File: src/rtl/usb_frame_scheduler.sv
// ---------------------------------------------------------------------------
// usb_frame_scheduler
//
// Purpose:
//   Host-side transaction sequencer for the shared ULPI TX/RX engine. Owns the
//   full-speed frame timer, issues an SOF at every frame start, and arbitrates
//   the engine between SOF, the control-transfer requester and periodic
//   interrupt-IN polling. New CTRL/INTR grants are refused inside the
//   end-of-frame guard window so no transaction straddles an SOF.
//
// Parameters:
//   CLK_PER_FRAME  clocks per frame (>= EOF_GUARD+2)
//   EOF_GUARD      cycles before frame end in which CTRL/INTR are refused
//   POLL_INTERVAL  frames between interrupt-IN polls (>= 1)
//
// Ports:
//   clk           ULPI clock
//   rst_n         synchronous reset, active low
//   enable_i      device connected; 0 holds scheduler idle/cleared
//   disconnect_i  host disconnect; same effect as enable_i=0
//   ctrl_req_i    control engine wants the bus (level, held until granted)
//   intr_en_i     interrupt endpoint configured; gates INTR grants
//   txn_done_i    1-cycle pulse: granted transaction finished
//   sof_gnt_o     engine must send SOF with frame_num_o
//   ctrl_gnt_o    control requester owns the engine
//   intr_gnt_o    engine must issue IN token to the interrupt endpoint
//   frame_num_o   frame number carried by the current/next SOF
//   eof_window_o  frame counter is inside the guard window
//   busy_o        any grant asserted
// ---------------------------------------------------------------------------
module usb_frame_scheduler #(
  parameter int unsigned CLK_PER_FRAME = 60000,
  parameter int unsigned EOF_GUARD     = 600,
  parameter int unsigned POLL_INTERVAL = 10
) (
  input  logic        clk,
  input  logic        rst_n,
  input  logic        enable_i,
  input  logic        disconnect_i,
  input  logic        ctrl_req_i,
  input  logic        intr_en_i,
  input  logic        txn_done_i,
  output logic        sof_gnt_o,
  output logic        ctrl_gnt_o,
  output logic        intr_gnt_o,
  output logic [10:0] frame_num_o,
  output logic        eof_window_o,
  output logic        busy_o
);

  localparam int unsigned CNT_W  = (CLK_PER_FRAME > 2) ? $clog2(CLK_PER_FRAME) : 1;
  localparam int unsigned POLL_W = (POLL_INTERVAL > 1) ? $clog2(POLL_INTERVAL) : 1;

  localparam logic [CNT_W-1:0]  CNT_LAST  = CNT_W'(CLK_PER_FRAME - 1);
  localparam logic [CNT_W-1:0]  EOF_START = CNT_W'(CLK_PER_FRAME - EOF_GUARD);
  localparam logic [POLL_W-1:0] POLL_LOAD = POLL_W'(POLL_INTERVAL - 1);

  typedef enum logic [1:0] {
    ST_IDLE = 2'd0,
    ST_SOF  = 2'd1,
    ST_CTRL = 2'd2,
    ST_INTR = 2'd3
  } state_t;

  state_t             state_q, state_d;
  logic [CNT_W-1:0]   frame_cnt_q, frame_cnt_d;
  logic [10:0]        frame_num_q, frame_num_d;
  logic               sof_pend_q, sof_pend_d;
  logic               intr_due_q, intr_due_d;
  logic [POLL_W-1:0]  poll_cnt_q, poll_cnt_d;

  logic clear;
  logic frame_start;
  logic eof_window;
  logic sof_issue;

  always_ff @(posedge clk) begin
    if (!rst_n) begin
      state_q     <= ST_IDLE;
      frame_cnt_q <= '0;
      frame_num_q <= '0;
      sof_pend_q  <= 1'b0;
      intr_due_q  <= 1'b0;
      poll_cnt_q  <= '0;
    end else begin
      state_q     <= state_d;
      frame_cnt_q <= frame_cnt_d;
      frame_num_q <= frame_num_d;
      sof_pend_q  <= sof_pend_d;
      intr_due_q  <= intr_due_d;
      poll_cnt_q  <= poll_cnt_d;
    end
  end

  always_comb begin
    clear       = !enable_i || disconnect_i;
    frame_start = !clear && (frame_cnt_q == '0);
    eof_window  = !clear && (frame_cnt_q >= EOF_START);
    sof_issue   = 1'b0;

    state_d     = state_q;
    frame_cnt_d = frame_cnt_q;
    frame_num_d = frame_num_q;
    sof_pend_d  = sof_pend_q;
    intr_due_d  = intr_due_q;
    poll_cnt_d  = poll_cnt_q;

    if (clear) begin
      // Abort everything; the frame number survives so numbering resumes.
      state_d     = ST_IDLE;
      frame_cnt_d = '0;
      sof_pend_d  = 1'b0;
      intr_due_d  = 1'b0;
      poll_cnt_d  = '0;
    end else begin
      frame_cnt_d = (frame_cnt_q == CNT_LAST) ? '0 : frame_cnt_q + 1'b1;

      unique case (state_q)
        ST_IDLE: begin
          if (sof_pend_q) begin
            state_d   = ST_SOF;
            sof_issue = 1'b1;
          end else if (!frame_start && !eof_window) begin
            // The frame-start cycle is treated as SOF-pending: the pend flag
            // only becomes visible one cycle later, and a CTRL/INTR grant
            // here would push the SOF behind a whole transaction.
            if (ctrl_req_i) begin
              state_d = ST_CTRL;
            end else if (intr_due_q && intr_en_i) begin
              state_d = ST_INTR;
            end
          end
        end
        ST_SOF: begin
          if (txn_done_i) begin
            state_d     = ST_IDLE;
            frame_num_d = frame_num_q + 11'd1;
            if (poll_cnt_q == '0) begin
              intr_due_d = 1'b1;
              poll_cnt_d = POLL_LOAD;
            end else begin
              poll_cnt_d = poll_cnt_q - 1'b1;
            end
          end
        end
        ST_CTRL: begin
          if (txn_done_i) begin
            state_d = ST_IDLE;
          end
        end
        ST_INTR: begin
          if (txn_done_i) begin
            state_d    = ST_IDLE;
            intr_due_d = 1'b0;
          end
        end
        default: begin
          state_d = ST_IDLE;
        end
      endcase

      // A new frame start must win over the issue of a stale pending SOF.
      sof_pend_d = (sof_pend_q && !sof_issue) || frame_start;
    end
  end

  assign sof_gnt_o    = (state_q == ST_SOF);
  assign ctrl_gnt_o   = (state_q == ST_CTRL);
  assign intr_gnt_o   = (state_q == ST_INTR);
  assign busy_o       = (state_q != ST_IDLE);
  assign frame_num_o  = frame_num_q;
  assign eof_window_o = eof_window;

endmodule

File: config.mk
export PLATFORM = sky130hd
export DESIGN_NAME = usb_frame_scheduler
export DESIGN_NICKNAME = d
export VERILOG_FILES = /design/src/rtl/usb_frame_scheduler.sv
export SDC_FILE = /design/constraint.sdc
export NUM_CORES = 1
export LEC_CHECK = 0
export ABC_AREA = 1
export BUFFER_PORTS_ARGS = -buffer_cell sky130_fd_sc_hd__buf_2
export CAP_MARGIN = 10
export CORE_MARGIN = 2
export CORE_UTILIZATION = 61
export DETAILED_ROUTE_END_ITERATION = 12
export PLACE_DENSITY = 0.83
export SETUP_SLACK_MARGIN = 0.05
export SYNTH_ARGS = -nofsm -noshare
export SYNTH_HDL_FRONTEND = slang
export SYNTH_SLANG_ARGS = --single-unit
File: constraint.sdc
create_clock -name clk -period 2.5 [get_ports clk]
set_input_delay 0.125 -clock clk [delete_from_list [all_inputs] [get_ports clk]]
set_output_delay 0.125 -clock clk [all_outputs]
set_load 0.01 [all_outputs]
* Word level (Yosys, flattened, before mapping) *
Cells that the tools add are included.
W data, S select, Z words.

storage, ports and cells
  register bits after elaboration = 35
  word-level logic and storage cells = 60

operators by class
  equal/unequal tests = 10
  bitwise gates (word level) = 2
  $add $sub $neg = 3
  mux-type cells = 14
  reduce and logical (&&, ||, !) cells = 24
  magnitude comparators = 1

operators by type and width
  kind                     number
  $add A16 B1 Y16 const B  1
  $eq A16 B16 Y1 const B   1
  $ge A16 B16 Y1 const B   1
  $logic_not A16 Y1        1
  $add A11 B1 Y11 const B  1
  $mux W2                  5
  $mux W1                  6
  $reduce_and A3 Y1        2
  $reduce_or A3 Y1         2
  $logic_and A1 B1 Y1      5
  $logic_not A1 Y1         5
  $eq A2 B2 Y1 const B     2
  $logic_not A4 Y1         1
  $mux W4                  1
  $ne A2 B1 Y1 const B     2
  $ne A2 B2 Y1 const B     2
  $ne A4 B4 Y1 const B     1
  $pmux W2 S2              1
  $reduce_and A4 Y1        1
  $reduce_bool A2 Y1       2
  $sub A4 B1 Y4 const B    1
  $ne A3 B3 Y1 const B     1
  $eq A2 B1 Y1 const B     1
  $logic_not A2 Y1         1
  5 further kinds          7

* Logic depth before layout (Yosys ltp) *
Gate-level depths: netlist of the first run.

  depth after elaboration = 9
  gate-level depth with buffers = 14
  gate-level depth less buffers = 14

* Worst setup path before layout of the first run *
Ideal clock, no wire load.

  kind = register -> register
  start = register frame_cnt_q[0]
  end = register frame_cnt_q[14]
  slack = 1.030 ns
  data required time = 2.385 ns
  stages on the path, launching flop included = 9
  data arrival time = 1.356 ns
  library setup time = 0.115 ns
  path through = dfxtp_1 -> ha_1 -> nand3_2 -> nor2_2 -> inv_1 -> o21ai_2 -> buf_6 -> a21oi_1 -> o21a_1

between the ends
  longest elaborated chain between the ends = 2
  elaborated cells between the ends (all ways) = 3
  classes of those cells = add/sub (1); eq/ne (1); reduce/logical (1)

RTL lines
  what                                                                     line  RTL
  from (decl)                                                              66    logic [CNT_W-1:0] frame_cnt_q, frame_cnt_d;
  from (signal assigned)                                                   87    frame_cnt_q <= frame_cnt_d;
  parallel branches: the longest is 2 deep, another holds $add A16 B1 Y16  -

Several ways; the timed one is not identified.
A chain may end at the register's enable or synchronous reset.

* Worst setup path after layout of the first run *
  start = register frame_cnt_q[0]
  end = register frame_cnt_q[11]

The elaborated chain is that of the path after synthesis.

==> impl_results.md, run 1 <==
* Post-CTS Hold Fix Bufs at 0
* Critical path endpoint: frame_cnt_q[11]
* Reg2reg end: frame_cnt_q[11]
* Failing checks: DRC
* Final HPWL DP at 2.66 mm
* CP required at 2.74 ns
* CTS tree: yes
* Maximum VDD drop at 0.492 mV
* GRT Util Overall at 22.8%
* CP startpoint kind: flip-flop
* Core Rows at 19
* Inserted Diodes at 0
* Clk slew on worst S/H paths at 0.10 ns
* Number of fill cells in the layout at 226
* Hold Path Class: input pin to flip-flop
* Seq. cell area at 701 um^2
* Placed standard-cell area at 0.00198 mm^2
* Most frequent cells in the layout: nand2_1, inv_1, dfxtp_1
* Share of Yosys cell area claimed by the top area cell type at 38.1%
* RSZ-0062 raised after global routing: no
* # DRC at 1
* Placer Congestion at 0.815
* Die Y at 58.9 um
* Routed Antenna Nets at 0
* Via count at 1,682
* R2R depth at 9
* Final period util at 64.9%
* Relative slew slack at 74.2%
* FF-to-FF setup slack at 0.88 ns
* Post-synthesis sequential area ratio at 38.1%
* Clock root buffer: clkbuf_4
* Worst path slowest cell: dfxtp_1
* Vias in the first global route at 1,492
* Worst Skew at 0.00473 ns
* WP data arrival at 1.86 ns
* Crit path from: frame_cnt_q[0]
* P&R area growth vs syn at 12.3%
* Setup TNS at 0 ns
* Clock Tree Buf Depth at 2
* GRT overflow at 0
* Most Frequent Cell on Critical Path: inv_1
* TritonCTS buffer count at 5
* Worst path depth at 9
* Clock sinks at 35
* FF+latch count, synth at 35
* Status: finished with violations
* Final Setup Violations at 0
* Drt wl/cell at 10.9 um
* First-pass GRT wire length at 6.04 mm
* Mapped Cells at 259
* 1st-iter DRT viols at 114
* Syn nets at 269
* Worst-path fanout max at 12
* Nets@finish at 297
* Leak pwr at 0.913 nW
* Critical path buffers and inverters at 3
* Max Cap Viol at 0
* Largest net degree at the start of global routing at 13
* Vias/cell at 5.27
* Cells resized by post-CTS repair at 0
* FF-to-FF Start: frame_cnt_q[0]
* Synth unique cells at 33
* Multi-input logic area at 932 um^2
* H-Tree Depth at 2
* IO Count at 23
* Syn Area/Cell at 7.09 um^2
* Min cycle time layout at 1.62 ns
* Initial antenna violation count at 0
* Ys Warns at 0
* Commonest non-fill, non-tap cell in the layout: nand2_1
* Final Cell Area at 0.00206 mm^2
* Cell Area, Synth at 0.00184 mm^2
* CP max stage delay at 0.40 ns
* DRT Pass-1 Iters at 8
* IO Port Bufs at 22
* Die area at 0.00347 mm^2
* Placeable core region at 0.00281 mm^2
* Slew Limit Fails at 0
* Post-CTS Setup Bufs at 0
* Worst-path cell chain: ha_1, nand3_2, nor2_2, inv_1, o21ai_2, buf_4, a21oi_1, o21ai_0, inv_1
* Dominant cell type by area after synthesis: dfxtp_1
* Initial Util at 65.5%
* Cell area power density at 498 mW/mm^2
* Final Hold Viols at 0
* Fmax at 617 MHz
* Drt total wl at 3.48 mm
* Die W at 58.9 um
* Area contributors post-synth: dfxtp_1, nand2_1, inv_1, nor2_1, a21oi_1
* Worst-Skew Late Latency at 0.34 ns
* Crit Path Class: flip-flop to flip-flop
* Worst Max-Slew Pin Slew at 0.386 ns
* Cell family with most CP delay: flip-flops
* Worst Setup End Kind: flip-flop
* Share of cells above drive strength 1 at 20.1%
==> cell type report <==
cell class,count,area share [%]
multi-input cells,172,45.2
flip-flops and latches,35,34.0
inverters,50,9.10
repair buffers,23,5.70
clock buffers,6,2.49
well taps,31,1.88
clock inverters,2,1.70
==> per-stage QoR <==
stage	worst slack, ns	total power [mW]	instances	hold WS [ns]	util [%]
after CTS	0.879	1.04	319	0.0687	73.6
after global placement	0.969	0.616	311	0.447	70.5
after global routing	0.633	1.07	319	0.0938	73.6
after detailed placement	0.896	0.617	311	0.447	70.5
final	0.879	1.03	319	0.0938	73.6
after floorplan	1.03	0.604	259	0.383	-
==> state kept, by name, summed over array words and instances, names as in the netlist <==
name / flops
frame_num_o: 11
state_q: 2
sof_pend_q: 1
frame_cnt_q: 16
intr_due_q: 1
poll_cnt_q: 4
==> synthesized netlist by cell type <==
cell / number
nor2_4: 3
o221a_2: 2
nand3_1: 13
buf_6: 1
or2_4: 1
buf_2: 1
o21ai_1: 1
nor3_2: 2
o21ai_2: 1
nor4_2: 2
nand4_2: 1
o21ai_0: 13
xor2_1: 2
inv_1: 48
xnor2_1: 2
dfxtp_1: 35
nand4_1: 1
ha_1: 3
inv_2: 2
o21a_1: 3
o211ai_1: 1
a21oi_2: 1
a41oi_1: 1
a21o_1: 1
nand3_2: 4
nor3_1: 5
nor3b_2: 1
nand2_2: 2
nor4_1: 2
nand2_1: 49
a21oi_1: 21
nor2_1: 29
nor2_2: 5
==> worst reg2reg max path, cell delays in order (launching register included) <==
cell	delay, ns
dfxtp_1	0.40
ha_1	0.22
nand3_2	0.10
nor2_2	0.18
inv_1	0.09
o21ai_2	0.15
buf_4	0.20
a21oi_1	0.05
o21ai_0	0.07
inv_1	0.05
==> worst min path at each step <==
stage | startpoint | endpoint | slack, ns | cells past startpoint
final | rst_n | frame_num_o[5] | 0.09 | 3
after global routing | rst_n | frame_num_o[5] | 0.09 | 3
after floorplan | ctrl_req_i | state_q[0] | 0.38 | 3
after detailed placement | rst_n | frame_num_o[5] | 0.45 | 3
after CTS | rst_n | frame_num_o[5] | 0.07 | 3
after global placement | rst_n | frame_num_o[5] | 0.45 | 3
==> kinds of logic (layout without fill, tap and decap cells) <==
logic type                 after synthesis  after routing  share of synthesized area [%]
and+or+nand+nor                        120            120                           32.6
buffers and inverters                   52             81                           11.1
AOI/OAI and AO/OA                       45             45                           14.2
DFF                                     35             35                           38.1
xor gates and xnor gates                 4              4                           1.91
adders and majority gates                3              3                           2.04
==> power by group <==
part	switching [mW]	internal (mW)
logic	0.0266	0.0157
clock network	0.188	0.236
registers	0.00203	0.559
==> per-layer routing <==
layer / share of wire [%] / vias to the layer above / GRT usage [%]
met3: 3.9 / 6 / 5.93
met1: 49 / 763 / 30.0
met4: 2.1 / 0 / 11.4
met2: 45 / 29 / 34.6
met5: 0 / - / 0
li1: - / 884 / -
Power figures use the tool's default switching activity.
==> run 2: changes to the inputs <==
ABC_AREA = 0   (was 1)
CORE_UTILIZATION = 56   (was 61)
PLACE_DENSITY = 0.78   (was 0.83)
clock period = 1.65 ns   (was 2.5 ns; I/O delays follow)
==> run 2 against run 1 <==
  * The flow now finishes without violations
  * Clock-buffer cell count is the same
  * Routed wire length is 1.8% higher
  * Cell count is 22% lower
  * Die area fell by 1.8%
  * Register-to-register slack lost 0.80 ns
  * Hold slack got worse by 0.037 ns
  * Synthesized cell count decreased by 28%
  * Sequential share of layout area grew 2.1 points
  * Power up 51%
  * Critical path depth decreased by 4
  * Clock skew increased by 0.011 ns
  * Flip-flop and latch count unchanged
  * Critical path type is now flip-flop to primary output
  * Critical endpoint is now eof_window_o
==> impl_results.md, run 2 <==
* Status: finished clean
* Placer Congestion at 0.770 (-5.6%)
* P_sw at 328 uW (+51%)
* Final Setup Violations at 0 (unchanged)
* Initial Util at 59.5% (-6.0 points)
* CP startpoint kind: flip-flop
* Clock sinks at 35 (unchanged)
* IO Count at 23 (unchanged)
* Die Y at 58.4 um (-0.89%)
* Clock Tree Buf Depth at 2 (unchanged)
* Placeable core region at 0.00278 mm^2 (-0.85%)
* Seq. cell area at 711 um^2 (+1.4%)
* Initial antenna violation count at 0 (unchanged)
* Cell area power density at 788 mW/mm^2 (+58%)
* DP Worst Slack at 0.0961 ns (-0.800 ns)
* Leak pwr at 0.802 nW (-12%)
* CP required at 1.57 ns (-1.17 ns)
* Hold Path Class: input pin to flip-flop
* Vias in the first global route at 1,384 (-7.2%)
* Inserted Diodes at 0 (unchanged)
* Crit path from: frame_cnt_q[6]
* Post-synthesis sequential area ratio at 42.4% (+4.2 points)
* Count leader, synth: dfxtp_1
* Syn Area/Cell at 8.89 um^2 (+25%)
* Largest family of logic cells by synthesized area: simple AND/OR/NAND/NOR gates
* Most flops, register: frame_cnt_q
* Fmax at 633 MHz
* 1st-iter DRT viols at 84 (-26%)
* Largest net degree at the start of global routing at 15 (+2)
* GRT Util Overall at 24.5% (+1.7 points)
* Area contributors post-synth: dfxtp_1, xnor2_1, nor2_1, xor2_1, and2_1
* Drt wl/cell at 14.2 um (+30%)
* Worst-Skew Late Latency at 0.35 ns (about the same)
* Synth unique cells at 43 (+30%)
* Final HPWL DP at 2.39 mm (-10%)
* Die W at 58.4 um (-0.89%)
* Vias/cell at 5.49 (+4.2%)
* Post-layout util at 70.9% (-2.6 points)
* Multi-input logic area at 966 um^2 (+3.6%)
* Worst Setup End Kind: primary output
* WP data arrival at 1.50 ns (-0.36 ns)
* HP Start: intr_en_i
* CTS tree: yes
* XOR/XNOR share of the synthesized area at 13.2% (+11 points)
* Worst-path cell chain: nor4_4, nand2_1, a21oi_2, nor2_1, buf_2
* Nets@finish at 228 (-23%)
* Max Cap Viol at 0 (unchanged)
* Top_reg_cell synth: dfxtp_1
* Crit Path Class: flip-flop to primary output
* Mux share of post-synthesis cell area at 0.605% (+0.61 points)
* Final Hold Viols at 0 (unchanged)
* Slew Limit Fails at 0 (unchanged)
* P&R area growth vs syn at 19.3%
* Non-filler instance count after layout at 250 (-22%)
* Share of cells above drive strength 1 at 23.3% (+3.1 points)
* Post-synthesis simple-gate area fraction at 33.2% (+0.65 points)
* Sw Ratio at 21.1% (about the same)
* Reg2reg end: frame_num_o[6]
* Inst Count DP at 237 (-24%)
* Min cycle time layout at 1.58 ns
* CP max stage delay at 0.39 ns (about the same)
* Drt total wl at 3.55 mm (+1.8%)
* Most frequent cells in the layout: dfxtp_1, nor2_1, buf_2
* FF-to-FF setup slack at 0.08 ns (-0.80 ns)
* GRT overflow at 0 (unchanged)
* Syn nets at 196 (-27%)
* Post-synth EDFFs at 0 (unchanged)
* FF-to-FF Start: state_q[1]
* Core Rows at 19 (unchanged)
* H-Tree Depth at 2 (unchanged)
* Cell Area, Synth at 0.00165 mm^2 (-9.9%)
* Synth Area in Adders at 2.27% (+0.23 points)
* Dominant cell type by area after synthesis: dfxtp_1
* Clock root buffer: clkbuf_4
* Critical path buffers and inverters at 1 (-2)
* Final period util at 95.8%
* R2R depth at 5 (-4)
* Maximum VDD drop at 0.830 mV (+69%)
* Power, Total at 1.55 mW (+51%)
* Final WS setup at 0.0694 ns (-0.809 ns)
* Commonest non-fill, non-tap cell in the layout: dfxtp_1
* Via count at 1,373 (-18%)
* Relative slew slack at 80.8% (+6.7 points)
* Hold path endpoint: state_q[0]
* Clock network power share at 41.8% (+0.5 points)
* Hold Crit Depth at 4 (+1)
* Reg power frac at 54.7% (about the same)
* Die area at 0.00340 mm^2 (-1.8%)
* Cell family with most CP delay: simple AND/OR/NAND/NOR gates
* Ys Warns at 0 (unchanged)
* Number of fill cells in the layout at 226 (unchanged)
* Clk slew on worst S/H paths at 0.12 ns (+0.02 ns)
* FF+latch count, synth at 35 (unchanged)
* Mapped Cells at 186 (-28%)
* Worst-path fanout max at 6 (-6)
* IO Port Bufs at 22 (unchanged)
* Max reg flops at 16 (unchanged)
* Synth Area in Compound Gates at 6.66% (-7.6 points)
* Comb pwr share at 3.4% (-0.7 points)
* Share of flip-flops with an asynchronous set or reset at 0% (unchanged)
* Worst path slowest cell: dfxtp_4
* DRT Pass-1 Iters at 4 (-4)
* Share of Yosys cell area claimed by the top area cell type at 42.4% (+4.2 points)
* Worst Max-Slew Pin Slew at 0.286 ns (-0.100 ns)
* First-pass GRT wire length at 6.25 mm (+3.5%)
* TritonCTS buffer count at 5 (unchanged)
* Routed Antenna Nets at 0 (unchanged)
* RSZ-0062 raised after global routing: yes
* Worst Skew at 0.0159 ns (+0.0112 ns)
* Internal at 1.23 mW (+51%)
* Synth cell count leaders: dfxtp_1, nor2_1, nand2_1, xnor2_1, and2_1
* # DRC at 0 (-1)
## run 2: cell type report
| type | count | share of cell area, % |
|---|---|---|
| Clock inverter | 2 | 1.78 |
| Clock buffer | 6 | 2.60 |
| Sequential cell | 35 | 36.0 |
| Timing Repair Buffer | 27 | 7.74 |
| Tap cell | 31 | 1.97 |
| Inverter | 5 | 0.951 |
| Multi-Input combinational cell | 144 | 49.0 |
## run 2: cells by family (layout without fill, tap and decap cells)
| logic type | count (synthesis) | in the layout |
|---|---|---|
| muxes | 1 | 1 |
| DFF | 35 | 35 |
| adders and majority gates | 3 | 3 |
| xor gates and xnor gates | 25 | 25 |
| AOI/OAI and AO/OA | 16 | 16 |
| buffers and inverters | 7 | 40 |
| and+or+nand+nor | 99 | 99 |
## run 2: stage by stage
step                setup TNS (ns)  hold slack, ns  instance area [um^2]
floorplan                        0           0.203                  1650
global placement                 0           0.369                  1790
detailed placement               0           0.378                  1790
CTS                              0          0.0464                  1930
global route               -0.0138          0.0933                  1970
finish                           0          0.0573                  1970
## run 2: worst max path at each step
stage | endpoint | slack (ns) | depth (start not counted)
2_1_floorplan | frame_num_o[6] | 0.25 | 5
3_3_place_gp | frame_num_o[6] | 0.17 | 5
3_5_place_dp | frame_num_o[6] | 0.1 | 5
4_1_cts | eof_window_o | 0.05 | 5
5_1_grt | eof_window_o | -0.01 | 5
6_report | eof_window_o | 0.07 | 5
## run 2: worst register-to-register path: cells and delay by family (launching register included)
kind	cells	cell delay, ns
XOR/XNOR	1	0.16
flip-flops	1	0.37
AND/OR/NAND/NOR	4	0.92
## run 2: timing repair
| action | CTS | global route |
|---|---|---|
| pin swaps | 2 | 4 |
| endpoints found under the setup margin | 2 | 18 |
| cloned | 0 | 0 |
| gates resized for setup | 5 | 8 |
| buffers inserted | 1 | 2 |
| hold endpoints to repair | 2 | 0 |
| hold buffers | 2 | 0 |
## run 2: layer usage
layer | global-route usage [%] | routed length [um] | part of all wire (%)
met5 | 0 | 0 | 0
met4 | 12.6 | 68 | 1.9
met3 | 7.69 | 158 | 4.5
met2 | 40.1 | 1770 | 50
met1 | 28.9 | 1550 | 44
## run 2: power by group through the flow
stage / Sequential [mW] / Clock, mW / Combinational [mW]
floorplan: 0.870 / 0 / 0.0291
global placement: 0.871 / 0 / 0.0459
detailed placement: 0.871 / 0 / 0.0476
CTS: 0.852 / 0.664 / 0.0516
global route: 0.852 / 0.697 / 0.0598
finish: 0.850 / 0.650 / 0.0535
==> run 3: changes to the inputs <==
CELL_PAD_IN_SITES_DETAIL_PLACEMENT = 0   (was unset)
CELL_PAD_IN_SITES_GLOBAL_PLACEMENT = 1   (was unset)
CORE_UTILIZATION = 42   (was 56)
PLACE_DENSITY = unset   (was 0.78)
PLACE_DENSITY_LB_ADDON = 0.1   (was unset)
==> run 3 against run 2 <==
  * Non-clock buffer count decreased by 1
  * Global-route usage decreased by 7.4 points
  * Critical path depth unchanged
  * Die area increased by 31%
  * Flip-flop and latch count unchanged
  * Critical path type is now flip-flop to flip-flop
  * Largest cell class unchanged
==> impl_results.md, run 3 (synthesis results as in run 2) <==
* Status: finished clean
* WP data arrival at 1.70 ns (+0.20 ns)
* Post-CTS Hold Fix Bufs at 0 (-2)
* Clock root buffer: clkbuf_8
* GRT overflow at 0 (unchanged)
* Drt total wl at 3.23 mm (-9.0%)
* Crit Path Class: flip-flop to flip-flop
* Worst-path fanout max at 8 (+2)
* Placeable core region at 0.00372 mm^2 (+34%)
* First-pass GRT wire length at 5.69 mm (-8.9%)
* Critical path endpoint: frame_num_o[6]
* Max Cap Viol at 0 (unchanged)
* GR Util met2 at 29.9% (-10 points)
* Final period util at 92.7% (-3.1 points)
* Inserted Diodes at 0 (unchanged)
* Die W at 66.8 um (+14%)
* Initial antenna violation count at 0 (unchanged)
* Grt peak-use layer: met2
* Met3 Usage GRT at 4.05% (-3.6 points)
* Reg2reg end: frame_num_o[6]
* Via count at 1,325 (-3.5%)
* Relative slew slack at 77.9% (-2.9 points)
* R2R depth at 5 (unchanged)
* TritonCTS buffer count at 5 (unchanged)
* DRT Pass-1 Iters at 4 (unchanged)
* Drt wl/cell at 12.1 um (-15%)
* Core Rows at 22 (+3)
* Most frequent cells in the layout: dfxtp_1, nor2_1, buf_2
* Worst-Skew Late Latency at 0.28 ns (-0.07 ns)
* Share of cells above drive strength 1 at 21.6% (-1.7 points)
* Min cycle time layout at 1.53 ns (-0.0514 ns)
* Worst-path cell chain: and3b_4, and4_4, nand4_1, xnor2_1, and2_1
* P&R area growth vs syn at 19.4%
* Seq. cell area at 704 um^2 (-0.88%)
* Power, Total at 1.56 mW (+0.60%)
* Final HPWL DP at 2.36 mm (-1.0%)
* CTS tree: yes
* HP Start: txn_done_i
* Clock Tree Buf Depth at 2 (unchanged)
* RSZ-0062 raised after global routing: no
* Final Setup Violations at 0 (unchanged)
* Clock sinks at 35 (unchanged)
* Slew Limit Fails at 0 (unchanged)
* CP startpoint kind: flip-flop
* Vias/cell at 4.98 (-9.3%)
* Fmax at 654 MHz (+3.4%)
* Leak pwr at 0.792 nW (-1.2%)
* Commonest non-fill, non-tap cell in the layout: dfxtp_1
* Worst Max-Slew Pin Slew at 0.330 ns (+0.0438 ns)
* Number of fill cells in the layout at 367 (+62%)
* Die Y at 66.8 um (+14%)
* Final Hold Viols at 0 (unchanged)
* Worst Skew at 0.00369 ns (-0.0122 ns)
* Initial Util at 44.5% (-15 points)
* Vias in the first global route at 1,325 (-4.3%)
* Crit path from: state_q[1]
* Placer Congestion at 0.712 (-7.5%)
* Non-filler instance count after layout at 266 (+6.4%)
* # DRC at 0 (unchanged)
* H-Tree Depth at 2 (unchanged)
* FF-to-FF setup slack at 0.12 ns (+0.04 ns)
* Clk slew on worst S/H paths at 0.07 ns (-0.05 ns)
* CP max stage delay at 0.37 ns (-0.02 ns)
* Global routing usage on met1 at 19.2% (-9.7 points)
* GRT Util Overall at 17.2% (-7.4 points)
* Hold Path Class: input pin to flip-flop
* Cell area power density at 792 mW/mm^2 (+0.47%)
* Multi-input logic area at 952 um^2 (-1.4%)
* Post-layout util at 53.2% (-18 points)
* Largest net degree at the start of global routing at 15 (unchanged)
* Inst Count DP at 256 (+8.0%)
* CP required at 1.83 ns (+0.26 ns)
* Routed Antenna Nets at 0 (unchanged)
* Maximum VDD drop at 0.559 mV (-33%)
* FF-to-FF Start: state_q[1]
* Nets@finish at 227 (-0.44%)
* IO Count at 23 (unchanged)
* Placed standard-cell area at 0.00183 mm^2 (+2.0%)
* Max reg flops at 16 (unchanged)
* IO Port Bufs at 22 (unchanged)
* 1st-iter DRT viols at 32 (-62%)
* Worst Setup End Kind: flip-flop
* Die area at 0.00446 mm^2 (+31%)
* Setup TNS at 0 ns (unchanged)
* Worst path slowest cell: dfxtp_1
* Most flops, register: frame_cnt_q
* Final Cell Area at 0.00198 mm^2 (+0.13%)
[run 3: worst min path at each step]
stage	endpoint	cells after the start
after floorplan	intr_due_q	1
after global placement	intr_due_q	2
after global routing	state_q[0]	3
final	intr_due_q	2
after detailed placement	intr_due_q	2
after CTS	intr_due_q	2
[run 3: worst max-delay path: cells and delay by family (launching register included)]
kind                      cells  cell delay [ns]
xor gates and xnor gates      1             0.15
and+or+nand+nor               4             0.91
DFF                           1             0.37
[run 3: layer usage]
layer	wire [um]	up-vias
met5	0	-
met4	62	0
met3	103	5
met2	1560	15
met1	1500	615
li1	-	690
[run 3: timing repair]
action | CTS | global route
endpoints found under the setup margin | 1 | 16
cloned | 0 | 0
buffers inserted | 0 | 2
gates resized for setup | 2 | 5
pin swaps | 0 | 4
[run 3: area by class of cell]
type	instances	share of cell area (%)
sequential	35	35.7
clock buffer	8	5.07
timing repair buffer	26	7.09
tap	48	3.04
multi-input combinational	144	48.2
inverter	5	0.950
[run 3: report_power, final]
part | switching [mW] | internal (mW)
combinational | 0.0287 | 0.0203
sequential | 0.00388 | 0.848
clock | 0.282 | 0.381
[run 3: per-stage QoR]
stage	worst slack (ns)	hold slack (ns)
finish	0.121	0.0690
global route	0.0475	0.0869
CTS	0.0808	0.0621
detailed placement	0.128	0.367
global placement	0.164	0.366
floorplan	0.248	0.203
